--- src/rtl/sbox_drv_pkg.sv ---
// -----------------------------------------------------------------------------
// sbox_drv_pkg
//
// Shared definitions for the masked Skinny S-box driver:
//   - FSM state encoding of the driver,
//   - share-count / mask-width / Fresh-width helpers (usable with any masking
//     order) plus the values for the default configuration,
//   - the unprotected Skinny 4-bit S-box table, used by reference models.
// -----------------------------------------------------------------------------
package sbox_drv_pkg;

    // Default configuration of the driven S-box.
    localparam int DEF_SEC_ORDER = 3;
    localparam int DEF_N_GADGETS = 21;
    localparam int DEF_TIMEOUT   = 32;

    // Driver FSM.
    typedef enum logic [2:0] {
        ST_IDLE    = 3'd0,
        ST_START   = 3'd1,
        ST_WAIT    = 3'd2,
        ST_CAPTURE = 3'd3,
        ST_HOLD    = 3'd4
    } drv_state_t;

    // Number of Boolean shares for masking order d.
    function automatic int shares_of(input int sec_order);
        return sec_order + 1;
    endfunction

    // Width of the random mask shares s1..sd.
    function automatic int mask_w_of(input int sec_order);
        return 4 * sec_order;
    endfunction

    // Every HPC2 gadget consumes d*(d+1)/2 fresh bits per cycle.
    function automatic int fresh_w_of(input int sec_order, input int n_gadgets);
        return n_gadgets * sec_order * (sec_order + 1) / 2;
    endfunction

    localparam int SHARES  = shares_of(DEF_SEC_ORDER);
    localparam int MASK_W  = mask_w_of(DEF_SEC_ORDER);
    localparam int FRESH_W = fresh_w_of(DEF_SEC_ORDER, DEF_N_GADGETS);

    // Unprotected Skinny-64 S-box.
    function automatic logic [3:0] skinny_sbox(input logic [3:0] x);
        logic [3:0] y;
        y = 4'h0;
        case (x)
            4'h0: y = 4'hC;
            4'h1: y = 4'h6;
            4'h2: y = 4'h9;
            4'h3: y = 4'h0;
            4'h4: y = 4'h1;
            4'h5: y = 4'hA;
            4'h6: y = 4'h2;
            4'h7: y = 4'hB;
            4'h8: y = 4'h3;
            4'h9: y = 4'h8;
            4'hA: y = 4'h5;
            4'hB: y = 4'hD;
            4'hC: y = 4'h4;
            4'hD: y = 4'hE;
            4'hE: y = 4'h7;
            default: y = 4'hF;
        endcase
        return y;
    endfunction

endpackage

--- src/rtl/sbox_masked_driver_if.sv ---
// -----------------------------------------------------------------------------
// sbox_masked_driver_if
//
// Bundles every non-clock signal of the masked S-box driver:
//   in_*      : unmasked nibble input handshake (valid/ready)
//   rnd       : per-cycle randomness (low MASK bits = mask shares, rest = Fresh)
//   sbox_*    : connection to the gated-clock masked S-box (rst, shares,
//               Fresh, output shares, Synch strobe)
//   out_*     : result handshake carrying output shares and recombined nibble
//   err_timeout : sticky "Synch never arrived" flag
//
// Modports:
//   slave  - the driver itself
//   master - the environment (stimulus source, S-box, result sink)
// -----------------------------------------------------------------------------
interface sbox_masked_driver_if #(
    parameter int SEC_ORDER = 3,
    parameter int N_GADGETS = 21
);
    import sbox_drv_pkg::*;

    localparam int NUM_SHARES = shares_of(SEC_ORDER);
    localparam int MASK_BITS  = mask_w_of(SEC_ORDER);
    localparam int FRESH_BITS = fresh_w_of(SEC_ORDER, N_GADGETS);

    logic                          in_valid;
    logic                          in_ready;
    logic [3:0]                    in_data;
    logic [MASK_BITS+FRESH_BITS-1:0] rnd;
    logic                          sbox_rst;
    logic [4*NUM_SHARES-1:0]       sbox_si;
    logic [FRESH_BITS-1:0]         sbox_fresh;
    logic [4*NUM_SHARES-1:0]       sbox_so;
    logic                          sbox_synch;
    logic                          out_valid;
    logic                          out_ready;
    logic [4*NUM_SHARES-1:0]       out_shares;
    logic [3:0]                    out_data;
    logic                          err_timeout;

    modport slave (
        input  in_valid,
        output in_ready,
        input  in_data,
        input  rnd,
        output sbox_rst,
        output sbox_si,
        output sbox_fresh,
        input  sbox_so,
        input  sbox_synch,
        output out_valid,
        input  out_ready,
        output out_shares,
        output out_data,
        output err_timeout
    );

    modport master (
        output in_valid,
        input  in_ready,
        output in_data,
        output rnd,
        input  sbox_rst,
        input  sbox_si,
        input  sbox_fresh,
        output sbox_so,
        output sbox_synch,
        input  out_valid,
        output out_ready,
        input  out_shares,
        input  out_data,
        input  err_timeout
    );

endinterface

--- src/rtl/sbox_masked_driver_share_split.sv ---
// -----------------------------------------------------------------------------
// share_split
//
// Combinational Boolean masking of one nibble into SEC_ORDER+1 shares.
//   data   in  4               nibble to mask
//   mask   in  4*SEC_ORDER     random shares s1..sd (s_i at [4(i-1)+3:4(i-1)])
//   shares out 4*(SEC_ORDER+1) share i at [4i+3:4i]; s0 = data ^ s1 ^ ... ^ sd
//
// The same XOR chain also recombines a share vector: feeding s0 as data and
// s1..sd as mask yields the unmasked value in shares[3:0].
// -----------------------------------------------------------------------------
module share_split #(
    parameter int SEC_ORDER = 3
) (
    input  logic [3:0]                 data,
    input  logic [4*SEC_ORDER-1:0]     mask,
    output logic [4*(SEC_ORDER+1)-1:0] shares
);
    import sbox_drv_pkg::*;

    localparam int NUM_SHARES = shares_of(SEC_ORDER);

    // acc[i] = data ^ s1 ^ ... ^ si
    logic [SEC_ORDER:0][3:0] acc;

    assign acc[0] = data;

    generate
        for (genvar gi = 0; gi < SEC_ORDER; gi++) begin : g_mask
            assign acc[gi+1]              = acc[gi] ^ mask[4*gi +: 4];
            assign shares[4*(gi+1) +: 4]  = mask[4*gi +: 4];
        end
    endgenerate

    assign shares[3:0] = acc[NUM_SHARES-1];

endmodule

--- src/rtl/sbox_masked_driver.sv ---
// -----------------------------------------------------------------------------
// sbox_masked_driver
//
// Initiator side of the masked Skinny S-box Synch interface.
// Accepts an unmasked nibble, splits it into SEC_ORDER+1 shares, kicks the
// gated-clock S-box with a one-cycle sbox_rst, waits (bounded by TIMEOUT) for
// sbox_synch, captures the output shares and returns them together with their
// recombination.
//
// Ports:
//   clk  : system clock (also clocks the S-box)
//   rst  : synchronous active-high reset
//   bus  : sbox_masked_driver_if.slave
//          in_valid/in_ready/in_data      - input nibble handshake
//          rnd                            - per-cycle randomness
//          sbox_rst/sbox_si/sbox_fresh    - to the S-box
//          sbox_so/sbox_synch             - from the S-box
//          out_valid/out_ready/out_shares/out_data - result handshake
//          err_timeout                    - sticky Synch timeout flag
// -----------------------------------------------------------------------------
module sbox_masked_driver #(
    parameter int SEC_ORDER = sbox_drv_pkg::DEF_SEC_ORDER,
    parameter int N_GADGETS = sbox_drv_pkg::DEF_N_GADGETS,
    parameter int TIMEOUT   = sbox_drv_pkg::DEF_TIMEOUT
) (
    input  logic                 clk,
    input  logic                 rst,
    sbox_masked_driver_if.slave  bus
);
    import sbox_drv_pkg::*;

    localparam int NUM_SHARES = shares_of(SEC_ORDER);
    localparam int MASK_BITS  = mask_w_of(SEC_ORDER);
    localparam int FRESH_BITS = fresh_w_of(SEC_ORDER, N_GADGETS);
    localparam int SH_W       = 4 * NUM_SHARES;
    localparam int CNT_W      = $clog2(TIMEOUT + 1);
    localparam logic [CNT_W-1:0] CNT_LAST = CNT_W'(TIMEOUT - 1);

    drv_state_t        state_reg, state_next;
    logic [CNT_W-1:0]  cnt_reg, cnt_next;
    logic [SH_W-1:0]   si_reg, si_next;
    logic [SH_W-1:0]   out_shares_reg, out_shares_next;
    logic [3:0]        out_data_reg, out_data_next;
    logic              err_reg, err_next;
    logic              sbox_rst_reg, sbox_rst_next;

    logic [SH_W-1:0]   split_shares;
    logic [SH_W-1:0]   rec_shares;

    // ------------------------------------------------------------------
    // Input masking: s1..sd come straight from the mask part of rnd.
    // ------------------------------------------------------------------
    share_split #(
        .SEC_ORDER (SEC_ORDER)
    ) u_split (
        .data   (bus.in_data),
        .mask   (bus.rnd[MASK_BITS-1:0]),
        .shares (split_shares)
    );

    // ------------------------------------------------------------------
    // Output recombination, kept next to the output register so that the
    // unmasked value exists nowhere else. rec_shares[3:0] is the XOR of all
    // S-box output shares; the upper lanes just echo s1..sd of sbox_so.
    // ------------------------------------------------------------------
    share_split #(
        .SEC_ORDER (SEC_ORDER)
    ) u_recombine (
        .data   (bus.sbox_so[3:0]),
        .mask   (bus.sbox_so[SH_W-1:4]),
        .shares (rec_shares)
    );

    // ------------------------------------------------------------------
    // State register
    // ------------------------------------------------------------------
    always_ff @(posedge clk) begin
        if (rst) begin
            state_reg      <= ST_IDLE;
            cnt_reg        <= '0;
            si_reg         <= '0;
            out_shares_reg <= '0;
            out_data_reg   <= '0;
            err_reg        <= 1'b0;
            // Keep the S-box controller in reset while we are.
            sbox_rst_reg   <= 1'b1;
        end else begin
            state_reg      <= state_next;
            cnt_reg        <= cnt_next;
            si_reg         <= si_next;
            out_shares_reg <= out_shares_next;
            out_data_reg   <= out_data_next;
            err_reg        <= err_next;
            sbox_rst_reg   <= sbox_rst_next;
        end
    end

    // ------------------------------------------------------------------
    // Next-state logic
    // ------------------------------------------------------------------
    always_comb begin
        state_next      = state_reg;
        cnt_next        = cnt_reg;
        si_next         = si_reg;
        out_shares_next = out_shares_reg;
        out_data_next   = out_data_reg;
        err_next        = err_reg;
        sbox_rst_next   = 1'b0;

        unique case (state_reg)
            ST_IDLE: begin
                // in_ready is 1 in IDLE, so in_valid alone is the accept.
                if (bus.in_valid) begin
                    si_next       = split_shares;
                    sbox_rst_next = 1'b1;   // registered: high only during START
                    state_next    = ST_START;
                end
            end

            ST_START: begin
                cnt_next   = '0;
                state_next = ST_WAIT;
            end

            ST_WAIT: begin
                // Synch wins over the timeout when both land on the same edge.
                if (bus.sbox_synch) begin
                    state_next = ST_CAPTURE;
                end else if (cnt_reg == CNT_LAST) begin
                    err_next   = 1'b1;
                    state_next = ST_IDLE;
                end else begin
                    cnt_next = cnt_reg + 1'b1;
                end
            end

            ST_CAPTURE: begin
                // The S-box output register was loaded on the edge that
                // coincided with Synch, so sbox_so is settled here.
                out_shares_next = {rec_shares[SH_W-1:4], bus.sbox_so[3:0]};
                out_data_next   = rec_shares[3:0];
                state_next      = ST_HOLD;
            end

            ST_HOLD: begin
                if (bus.out_ready) begin
                    state_next = ST_IDLE;
                end
            end

            default: begin
                state_next = ST_IDLE;
            end
        endcase
    end

    // ------------------------------------------------------------------
    // Outputs
    // ------------------------------------------------------------------
    assign bus.in_ready    = (state_reg == ST_IDLE);
    assign bus.out_valid   = (state_reg == ST_HOLD);
    assign bus.sbox_rst    = sbox_rst_reg;
    assign bus.sbox_si     = si_reg;
    // Gadgets need new randomness every cycle: pass-through, never registered.
    assign bus.sbox_fresh  = bus.rnd[MASK_BITS +: FRESH_BITS];
    assign bus.out_shares  = out_shares_reg;
    assign bus.out_data    = out_data_reg;
    assign bus.err_timeout = err_reg;

endmodule

--- src/flat_wrapper.sv ---
// flat-port wrapper written by rule: the top's interface ports become plain ports
module sbox_masked_driver_flat import sbox_drv_pkg::*;
#(
    parameter int SEC_ORDER = sbox_drv_pkg::DEF_SEC_ORDER,
    parameter int N_GADGETS = sbox_drv_pkg::DEF_N_GADGETS,
    parameter int TIMEOUT   = sbox_drv_pkg::DEF_TIMEOUT
)
  (clk, rst, bus_in_valid, bus_in_ready, bus_in_data, bus_rnd, bus_sbox_rst, bus_sbox_si, bus_sbox_fresh, bus_sbox_so, bus_sbox_synch, bus_out_valid, bus_out_ready, bus_out_shares, bus_out_data, bus_err_timeout);
  sbox_masked_driver_if #(.SEC_ORDER(SEC_ORDER), .N_GADGETS(N_GADGETS)) bus_i ();
  input  logic clk;
  input  logic rst;
  input wire logic [$bits(bus_i.in_valid)-1:0] bus_in_valid;
  output wire logic [$bits(bus_i.in_ready)-1:0] bus_in_ready;
  input wire logic [$bits(bus_i.in_data)-1:0] bus_in_data;
  input wire logic [$bits(bus_i.rnd)-1:0] bus_rnd;
  output wire logic [$bits(bus_i.sbox_rst)-1:0] bus_sbox_rst;
  output wire logic [$bits(bus_i.sbox_si)-1:0] bus_sbox_si;
  output wire logic [$bits(bus_i.sbox_fresh)-1:0] bus_sbox_fresh;
  input wire logic [$bits(bus_i.sbox_so)-1:0] bus_sbox_so;
  input wire logic [$bits(bus_i.sbox_synch)-1:0] bus_sbox_synch;
  output wire logic [$bits(bus_i.out_valid)-1:0] bus_out_valid;
  input wire logic [$bits(bus_i.out_ready)-1:0] bus_out_ready;
  output wire logic [$bits(bus_i.out_shares)-1:0] bus_out_shares;
  output wire logic [$bits(bus_i.out_data)-1:0] bus_out_data;
  output wire logic [$bits(bus_i.err_timeout)-1:0] bus_err_timeout;
  assign bus_i.in_valid = bus_in_valid;
  assign bus_in_ready = bus_i.in_ready;
  assign bus_i.in_data = bus_in_data;
  assign bus_i.rnd = bus_rnd;
  assign bus_sbox_rst = bus_i.sbox_rst;
  assign bus_sbox_si = bus_i.sbox_si;
  assign bus_sbox_fresh = bus_i.sbox_fresh;
  assign bus_i.sbox_so = bus_sbox_so;
  assign bus_i.sbox_synch = bus_sbox_synch;
  assign bus_out_valid = bus_i.out_valid;
  assign bus_i.out_ready = bus_out_ready;
  assign bus_out_shares = bus_i.out_shares;
  assign bus_out_data = bus_i.out_data;
  assign bus_err_timeout = bus_i.err_timeout;
  sbox_masked_driver #(.SEC_ORDER(SEC_ORDER), .N_GADGETS(N_GADGETS), .TIMEOUT(TIMEOUT)) u_core (.clk(clk), .rst(rst), .bus(bus_i));
endmodule
--- config.mk ---
export PLATFORM = sky130hd
export DESIGN_NAME = sbox_masked_driver_flat
export DESIGN_NICKNAME = d
export VERILOG_FILES = /design/src/rtl/sbox_drv_pkg.sv /design/src/rtl/sbox_masked_driver_if.sv /design/src/rtl/sbox_masked_driver_share_split.sv /design/src/rtl/sbox_masked_driver.sv /design/src/flat_wrapper.sv
export SDC_FILE = /design/constraint.sdc
export NUM_CORES = 1
export LEC_CHECK = 0
export CORE_AREA = 2 2 127 129
export CTS_CLUSTER_SIZE = 12
export DETAILED_ROUTE_END_ITERATION = 12
export DIE_AREA = 0 0 129 131
export GPL_ROUTABILITY_DRIVEN = 0
export PLACE_DENSITY_LB_ADDON = 0.15
export SKIP_LAST_GASP = 1
export SLEW_MARGIN = 25
export SYNTH_ARGS = -nofsm -noshare
export SYNTH_HDL_FRONTEND = slang
export SYNTH_SLANG_ARGS = --single-unit
export TNS_END_PERCENT = 20
--- constraint.sdc ---
create_clock -name clk -period 1.6 [get_ports clk]
set_input_delay 0.24 -clock clk [delete_from_list [all_inputs] [get_ports clk]]
set_output_delay 0.24 -clock clk [all_outputs]
set_load 0.01 [all_outputs]
---- Word-level counts from Yosys, hierarchy flattened ----
Cells that the tools add are included.
word-level totals
  bits in registers ....................... 47
  output and inout bits ................... 166
cells by class
  $add $sub $neg .......................... 1
  equality and inequality tests ........... 10
  multiplexer cells ....................... 10
  bitwise gates (word level) .............. 7
  reduce and logical (&&, ||, !) cells .... 6
operator list
  operator                                              number
  bitwise XOR 4 bit                                     6
  case mux 3 bit (5 select lines)                       1
  two-way mux 3 bit                                     4
  two-way mux 6 bit                                     2
  case mux 6 bit (2 select lines)                       1
  AND reduction 3 bit                                   3
  adder 6 x 1 -> 6 bit (second input constant)          1
  equality test 3 x 2 -> 1 bit (second input constant)  2
  equality test 6 x 5 -> 1 bit (second input constant)  1
  != test 2 bit (second input constant)                 3
  equality test 3 x 1 -> 1 bit (second input constant)  1
  equality test 3 bit (second input constant)           1
  logical NOT 3 bit                                     1
  != test 3 x 2 -> 1 bit (second input constant)        1
  two-way mux 1 bit                                     2
  != test 2 x 1 -> 1 bit (second input constant)        1
  AND reduction 2 bit                                   1
  nonzero test 2 bit                                    1
  NOT 1 bit                                             1

---- Longest topological paths before layout ----
Gate-level depths: netlist (run 1).
  word-level depth ........................ 4
  gate-level depth with buffers ........... 6
  depth with buffers taken out ............ 5

---- By module ----
Synthesis (run 1) repeated with hierarchy kept, for this count alone.
unflattened totals
  cell total of the unflattened synthesis .. 394
  area, all modules ....................... 3140.5 um2
modules (own cells, without submodules)
  module              times used  cells an instance  area an instance (um2)  seq. area each (um2)
  sbox_masked_driver  1           346                2750.1                  940.9
  share_split         2           24                 195.2                   0.0

---- Worst setup path after synthesis (run 1) ----
OpenSTA, ideal clock, no wires.
  path type ............................... register to register
  start point ............................. reg u_core.state_reg[2]
  end point ............................... reg u_core.cnt_reg[2]
  library setup time ...................... 0.122 ns
  arrival time ............................ 1.295 ns
  data required time ...................... 1.478 ns
  slack ................................... 0.183 ns
  cell stages (with the launch flop) ...... 6
  path buffers ............................ 1
  cells stage by stage .................... dfxtp_1 > buf_6 > nor4b_4 > o21ai_2 > and2_4 > a221o_1
between the ends
  cells in the longest elaborated chain, start to end .. 3
RTL lines
  what                                                                          line                       RTL
  start, declared                                                               sbox_masked_driver.sv:39   drv_state_t state_reg, state_next;
  start signal, assigned                                                        sbox_masked_driver.sv:88   state_reg <= state_next;
  equality test 3 x 2 -> 1 bit or equality test 3 x 1 -> 1 bit (tied branches)  sbox_masked_driver.sv:110  unique case (state_reg)
  != test 2 bit (no source line) or nonzero test 2 bit (tied branches)          n/a
  AND reduction 3 bit (no source line)                                          n/a
  end signal, assigned                                                          sbox_masked_driver.sv:89   cnt_reg <= cnt_next;
  end, declared                                                                 sbox_masked_driver.sv:40   logic [CNT_W-1:0] cnt_reg, cnt_next;
Parallel ways exist; a longest one is shown, timed or not.
A chain may end at the register's enable or synchronous reset.

---- Worst setup path after layout (run 1) ----
  start point ............................. reg u_core.state_reg[0]
  end point ............................... reg u_core.cnt_reg[2]
The elaborated chain is that of the path after synthesis.

==> results by stage, run 1 <==
Floorplan:
- For this design the top-level I/O count stands at 329.
- The die width is 129 um.
- The total number of placement rows is 46.
- The starting density of the core is 0.1908.
- From bottom edge to top edge, the die measures 131 um.
- The total die area is 0.01690 mm2.
- The area of the core region is 0.01560 mm2.

Clock network:
- The maximum buffer depth of the clock tree is 2.
- The CTS clock-pin slew for the worst setup and hold paths is 0.06 ns.
- The tree is rooted in a clkbuf_16.
- CTS built an H-tree with a depth of 2.
- Clock tree synthesis found a total of 47 sinks.
- TritonCTS built the clock tree.
- For the worst-skew pair, the clock arrives at the later sink with an insertion delay of 0.29 ns.
- The number of clock buffers added by TritonCTS is 5.

Placement:
- The worst setup slack before clock tree synthesis is -0.1023 ns.
- Detailed placement ended at an HPWL of 5089 um.
- Input and output buffers added on the ports amount to 76.

Worst setup path:
- Along the worst path, the maximum fanout reaches 8.
- The capturing element type of the critical path is a flop.
- The worst setup path is of the flop to flop kind.
- Data on the critical path arrives at its endpoint at 1.74 ns.
- The data required time at the worst endpoint is 1.78 ns.
- The kind of start point of the critical path is a flop.

Cells and area:
- Of the cells placed in the final design, the portion with a size suffix greater than 1 is 0.1059.
- The net count reported at finish is 485.
- The area growth from synthesis to layout is 10.63%.
- The number of fill cells in the layout is 1736.
- The number of inserted diodes is 0.

Power and ir drop:
- The power density over the cells is 870.9 mW/mm2.
- The maximum VDD drop is 0.0003229 V.
- The static power due to leakage is 1.129 nW.

Timing:
- The final critical path time including I/O delays and setup is 1.559 ns.
- The setup TNS after final layout is 0 ns.
- In this run the tightest slew margin relative to its limit is 0.6853.
- The max-slew violation total from the final report came to 0.
- Setup violations remaining at the end of the flow were counted as 0.
- Across the routed clock network, the largest skew measured is 0.006715 ns.
- The maximum clock rate is 0.6415 GHz.
- Setup slack closes at 0.04119 ns.
- Setup repair after global routing could not meet its margin everywhere.
- Dividing the final minimum period by the clock period gives 0.9743.
- For the pin with the worst max-slew slack, the measured transition is 0.4721 ns.
- The number of hold violations in the final report is 0.

GRT:
- The initial antenna violation count is 0.
- For this run, the total global-route usage over all layers was measured as 0.08387.
- The first global-routing pass estimated 10740 um of wire.
- The number of global-route vias before repair is 1983.
- The total overflow left after global routing is 0.
- Entering global routing, the biggest net connects 40 pins.

Logic synthesis:
- The net count after synthesis is 526.
- The sequential share of the synthesized area is 0.3161.
- The post-synthesis average cell area is 8.223 um2.
- The number of distinct library cells after synthesis is 37.
- The synthesized design contains 47 register bits.
- Synthesis handed over a netlist of 362 instances.
- The count of warnings emitted by yosys is 0.
- The number of flops mapped to enable cells by yosys is 0.
- The most common flop cell mapped by yosys is dfxtp_1.
- The netlist area before placement is 0.002977 mm2.
- Counting flops with an async set or reset pin after synthesis yields a share of 0.

Detailed routing:
- Dividing the detail-routed wire length by the instance count gives 12.86 um.
- In the routed design, unresolved DRC markers number 0.
- Wires add up to 6908 um.
- The number of nets with antenna violations after detailed routing is 0.
- For this run, the detailed router's first-pass iteration total came to 6.
- The overall via count from detail_route is 1925.
- Using the TritonRoute via totals, the vias-per-cell ratio works out to 3.585.
- For this block, the initial DRC count from the detailed router was 47.

Hold path:
- The path class of the tightest hold or removal check is input port to flop.

Run:
- The max-cap check violation count is 0.

Outcome:
- The run finished with clean final reports.
==> through the flow <==
| stage | util | instance area, um2 | total power [mW] | instances | hold WS [ns] |
|---|---|---|---|---|---|
| floorplan | - | 2977 | 1.850 | 362 | 0.3760 |
| global placement | 0.2009 | 3134 | 1.833 | 529 | 0.4428 |
| detailed placement | 0.2009 | 3134 | 1.835 | 529 | 0.4470 |
| CTS | 0.2110 | 3291 | 2.967 | 537 | 0.2444 |
| global route | 0.2111 | 3293 | 3.063 | 537 | 0.2567 |
| finish | 0.2111 | 3293 | 2.868 | 537 | 0.2460 |
==> worst max-delay path: stages (launching register included) <==
cell and delay [ns]:
dfxtp_1 0.39, buf_4 0.18, nor4b_4 0.30, o21ai_2 0.10
and2_4 0.16, a221o_1 0.33
==> routing by layer <==
metal	global-route usage	share of wire
met3	0.04397	0.087
met1	0.09452	0.42
met5	0	0
met4	0.04540	0.020
met2	0.1285	0.47
==> cells in the final DEF (no fill, tap or decap), types with 2 or more instances in the layout <==
master | synthesis | layout
clkdlybuf4s50_1 | 0 | 73
nor2_1 | 15 | 15
clkbuf_16 | 0 | 5
nand3_1 | 3 | 3
a21oi_1 | 30 | 30
a21o_1 | 2 | 2
nand2b_1 | 4 | 4
nor3b_1 | 4 | 3
mux2i_1 | 2 | 2
nor4_1 | 2 | 2
buf_4 | 128 | 13
xnor2_1 | 24 | 24
dfxtp_1 | 47 | 46
nor3b_2 | 1 | 2
a211oi_1 | 8 | 8
buf_12 | 0 | 3
nor2b_1 | 3 | 3
nand2_1 | 58 | 58
==> kinds of logic (layout without fill, tap and decap cells) <==
group	count (synthesis)	count (layout)	synth area share
xor gates and xnor gates	24	24	0.07062
AOI/OAI and AO/OA	47	47	0.09500
adders and majority gates	1	1	0.004203
muxes	3	3	0.01051
and+or+nand+nor	99	99	0.1601
buffers and inverters	141	100	0.3434
DFF	47	47	0.3161
==> repair_timing <==
| action | 4_1_cts | 5_1_grt |
|---|---|---|
| gates resized for setup | 3 | 2 |
| pin swaps | 1 | 0 |
| setup buffers | 1 | 0 |
| hold buffers | 0 | 0 |
| endpoints found under the setup margin | 2 | 9 |
==> power breakdown <==
group	switching (mW)	total, mW	internal, mW	leakage [nW]
Combinational	0.230	0.542	0.312	0.674
Clock	0.456	1.07	0.611	0.0727
Sequential	0.0348	1.26	1.22	0.383
==> cells in the mapped netlist, types with 2 or more instances <==
cell type | n | area, um2
a211oi_1 | 8 | 60.06
mux2i_1 | 2 | 20.02
clkbuf_1 | 7 | 26.28
buf_4 | 128 | 960.9
nand3_1 | 3 | 15.01
nor2_1 | 15 | 56.30
nor2b_1 | 3 | 18.77
nor3b_1 | 4 | 30.03
a21oi_1 | 30 | 150.1
xnor2_1 | 24 | 210.2
dfxtp_1 | 47 | 940.9
nand2b_1 | 4 | 25.02
buf_2 | 4 | 20.02
nand2_1 | 58 | 217.7
nor4_1 | 2 | 12.51
a21o_1 | 2 | 15.01
==> final timing paths <==
| kind | startpoint | endpoint | slack (ns) | depth (start not counted) |
|---|---|---|---|---|
| worst max-delay path | u_core.state_reg[0]$_SDFFE_PP0P_ | u_core.cnt_reg[2]$_SDFFE_PP0P_ | 0.04 | 5 |
| worst min-delay path | rst | u_core.bus.err_timeout$_SDFFE_PP0P_ | 0.25 | 2 |
| worst max register to register | u_core.state_reg[0]$_SDFFE_PP0P_ | u_core.cnt_reg[2]$_SDFFE_PP0P_ | 0.04 | 5 |
| worst min register to register | u_core.bus.sbox_si[6]$_SDFFE_PP0P_ | u_core.bus.sbox_si[6]$_SDFFE_PP0P_ | 0.45 | 2 |
==> final cells by class <==
cell class                 count  area (um2)  area share
tap                          216       270.3     0.08207
sequential                    47       942.2      0.2861
clock inverter                 1       5.005    0.001520
timing repair buffer          92       914.6      0.2777
clock buffer                   6       138.9     0.04217
multi-input combinational    174        1018      0.3093
inverter                       1       3.754    0.001140
No activity file was read; power rests on OpenSTA's default activity.
==> run 2, diff against run 1 <==
ABC_AREA = 1   (was not set)
CORE_AREA = 2 2 129 131   (was 2 2 127 129)
DIE_AREA = 0 0 131 133   (was 0 0 129 131)
REMOVE_ABC_BUFFERS = 1   (was not set)
==> run 2 against run 1 <==
  * Core utilization fell by 0.97 points
  * Die area up 3.1%
  * Cell count is 7.6% higher
  * Area after synthesis rose by 1.2%
  * Combinational power rose by 110%
  * Total power increased by 29%
  * Largest cell class unchanged
==> results by stage, run 2 <==
Floorplan:
- The top-level I/O count is 329 (unchanged).
- The total die area is 0.01742 mm2 (+3.1%).
- The total number of placement rows is 47 (+2.2%).
- The die height came to 133 um (+1.5%).
- The starting density of the core is 0.1862 (-0.004611).
- The die width is 131 um (+1.6%).
- The area of the core region is 0.01617 mm2 (+3.7%).

GRT:
- The number of global-route vias before repair is 2186 (+10%).
- The initial antenna violation count is 0 (unchanged).
- The total grt overflow is 0 (unchanged).
- The largest net degree at the start of global routing is 25 (-38%).
- The first-pass GRT wire length came to 29950 um (+180%).
- The aggregate global-route resource usage came to 0.2865 (+0.2026).

Worst setup path:
- The largest stage delay on the critical path is 0.57 ns (+0.18 ns).
- The combined buffer and inverter count along the critical path is 1 (unchanged).
- The kind of cell with the highest combined delay along the critical path is buffers and inverters.
- The register-to-register path setup slack came to 0.12 ns (+0.08 ns).
- The worst path arrival time is 1.24 ns (-0.50 ns).
- The cell with the biggest individual delay on the critical path is clkdlybuf4s50_1.
- The signal on the critical path passes through clkdlybuf4s50_1.
- The capturing element type of the critical path is an output port.
- The largest driver fanout on the critical path is 2 (-6).
- The worst setup path is launched from a flop.
- The data required time at the worst endpoint was 1.36 ns (-0.42 ns).
- The kind of critical path is flop to output port.

Detailed routing:
- The starting DRC count in detailed routing was 74 (+57%).
- The ratio of routed vias to standard cells is 4.035 (+13%).
- The average wire per cell in the routed design is 44.00 um (+240%).
- The wire length reported by the detailed router was 25430 um (+270%).
- The number of nets with antenna violations after detailed routing is 0 (unchanged).
- The DRC violation count after routing is 0 (unchanged).
- The detailed-router iteration count before antenna repair was 6 (unchanged).
- The overall via count from detail_route is 2332 (+21%).

Cells and area:
- The number of inserted diodes came to 0 (unchanged).
- In the layout the commonest cells are clkdlybuf4s50_1 (74), nand2_1 (59), nor2_1 (50), dfxtp_1 (47), xnor2_1 (24).
- The number of fill cells in the layout is 1802 (+3.8%).
- The number of cells in the finished layout apart from fillers was 578 (+7.6%).
- The most frequent standard cell in the layout excluding fill and tap cells is clkdlybuf4s50_1.
- The area growth from synthesis to layout is 8.184%.
- The net count reported at finish came to 521 (+7.4%).
- The utilization after layout is 0.2015 (-0.009664).
- The share of final-layout standard cells stronger than drive strength 1 was 0.06425 (-0.04167).

Logic synthesis:
- The number of flops mapped to enable cells by yosys is 0 (unchanged).
- The post-synthesis async set-or-reset flop share is 0 (unchanged).
- For this run, the leading register cell type out of synthesis is dfxtp_1.
- The number of distinct library cells after synthesis was 21 (-43%).
- The count of warnings emitted by yosys was 0 (unchanged).
- The post-synthesis average cell area came to 7.418 um2 (-9.8%).
- By count the netlist is led by buf_4 (129), nand2_1 (60), nor2_1 (51), dfxtp_1 (47), xnor2_1 (24).
- The most repeated cell in the gate-level netlist after synthesis is buf_4.
- The area share of the largest cell type after synthesis is 0.3216 (-0.001263).
- The sequential share of the synthesized area is 0.3124 (-0.003677).
- The number of storage elements in the synthesis netlist is 47 (unchanged).
- Sorting the synthesized cells by area gives the leading types as buf_4 (32%), dfxtp_1 (31%), nand2_1 (7.5%).
- The most area-hungry cell type in the Yosys netlist is buf_4.
- The cell count after synthesis was 406 (+12%).
- The netlist area before placement is 0.003012 mm2 (+1.2%).

Power and ir drop:
- The maximum VDD drop is 0.0003335 V (+3.3%).
- The part of the power in combinational logic is 0.306 (+0.117).
- The static power due to leakage is 1.241 nW (+9.9%).
- The switching part of the total is 0.3143 (+0.06298).
- The power density over the cells is 1132 mW/mm2 (+30%).
- The post-route total power was 3.687 mW (+29%).
- The net switching power of the design is 1.159 mW (+61%).
- The clock group share of total power was 0.306 (-0.066).
- The internal power is 2.528 mW (+18%).
- The power share of the sequential group is 0.388 (-0.051).

Placement:
- The detailed placement HPWL was 23930 um (+370%).
- The worst setup slack before clock tree synthesis is 0.1215 ns (+0.2238 ns).
- The number of buffer cells added on primary ports came to 76 (unchanged).
- The number of placed instances, taps included is 570 (+7.8%).

Clock network:
- The clock network latency to the later pin of the worst-skew pair came to 0.29 ns (about the same).
- The CTS clock-pin slew for the worst setup and hold paths is 0.07 ns (about the same).
- The maximum buffer depth of the clock tree is 2 (unchanged).
- The hold buffer count at cts is 0 (unchanged).
- The number of setup buffers added after CTS is 0 (-1).
- The library cell used as clock root buffer is clkbuf_16.
- The clock buffer count from CTS is 5 (unchanged).
- The number of sinks on the clock net is 47 (unchanged).
- The clock tree from TritonCTS is yes.
- The maximum level of the CTS H-tree is 2 (unchanged).

Run:
- The max-cap check violation count is 0 (unchanged).

Timing:
- The hold slack is 0.4672 ns (+0.2212 ns).
- The count of final setup violators came to 0 (unchanged).
- The max-slew headroom at the worst pin is 0.7001 (+0.01485).
- The worst setup slack after layout is 0.1216 ns (+0.08042 ns).
- The final critical path time including I/O delays and setup is 1.478 ns (-0.08042 ns).
- The transition time at the pin with the least slew margin was 0.4492 ns (-0.02292 ns).
- Setup repair after global routing could not meet its margin everywhere.
- The max-slew violation total from the final report came to 0 (unchanged).
- The clock skew is 0.003730 ns (-0.002984 ns).
- The part of the cycle the worst path needs is 0.9240 (-0.05027).
- The number of hold violations in the final report was 0 (unchanged).
- The maximum clock rate was 0.6764 GHz (+5.4%).

Hold path:
- The path class of the tightest hold or removal check is flop to flop.

Outcome:
- The flow ran to the end, and the final reports show no timing, DRC or antenna violations.
[run 2: power groups by stage]
stage                     clock network, mW  logic [mW]  registers, mW
after floorplan                           0       0.516           1.49
after CTS                              1.17        1.15           1.43
final                                  1.13        1.13           1.43
after global placement                    0        1.14           1.45
after detailed placement                  0        1.15           1.45
after global routing                   1.22        1.25           1.45
[run 2: repair_timing]
item,in CTS,in global routing
endpoints found under the setup margin,2,6
endpoints found under the hold margin,0,0
gates resized for setup,4,1
gates cloned,0,0
[run 2: worst register-to-register path, cell delays in order (launching register included)]
cell,delay [ns]
dfxtp_1,0.36
ha_1,0.23
nand2_1,0.10
nor2_2,0.11
nand2_1,0.10
nand2_1,0.08
nand2_2,0.09
nand2_2,0.14
nand2_1,0.07
nand2_1,0.05
nor2_1,0.04
[run 2: cell type report]
| class | count | area, um2 | area share |
|---|---|---|---|
| well taps | 220 | 275.3 | 0.08449 |
| inverters | 25 | 93.84 | 0.02880 |
| clock buffers | 8 | 156.4 | 0.04800 |
| repair buffers | 81 | 812.0 | 0.2492 |
| multi-input cells | 197 | 979.7 | 0.3007 |
| flip-flops and latches | 47 | 940.9 | 0.2888 |
[run 2: final timing paths]
kind,start,cells past startpoint,end
worst min register to register,u_core.bus.sbox_si[5]$_SDFFE_PP0P_,2,u_core.bus.sbox_si[5]$_SDFFE_PP0P_
worst min-delay path,u_core.bus.sbox_si[5]$_SDFFE_PP0P_,2,u_core.bus.sbox_si[5]$_SDFFE_PP0P_
worst max register to register,u_core.cnt_reg[0]$_SDFFE_PP0P_,10,u_core.cnt_reg[5]$_SDFFE_PP0P_
worst max-delay path,u_core.bus.out_shares[15]$_SDFFE_PP0N_,1,bus_out_shares[15]
[run 2: cells by family after synthesis]
logic type                 share of synthesized area
DFF                                           0.3124
AOI/OAI and AO/OA                            0.07811
xor gates and xnor gates                     0.06980
and+or+nand+nor                               0.1699
adders and majority gates                   0.004154
buffers and inverters                         0.3656
[run 2: routing by layer]
metal	wire, um	up-vias	GRT usage	share of wire
li1	-	1028	-	-
met1	3721	973	0.1214	0.15
met2	12870	301	0.5055	0.51
met3	7933	30	0.4149	0.31
met4	902	0	0.09811	0.035
met5	0	-	0.02059	0
[run 2: per-stage QoR]
step	TNS (ns)	area [um2]
after floorplan	0	2004
after global placement	0	3090
after detailed placement	0	3090
after CTS	-0.1162	3256
after global routing	-0.1466	3258
final	0	3258
==> run 3, diff against run 2 <==
SLEW_MARGIN = not set   (was 25)
==> results of run 3 <==
Final layout, timing and power as in run 2 (identical DEF).
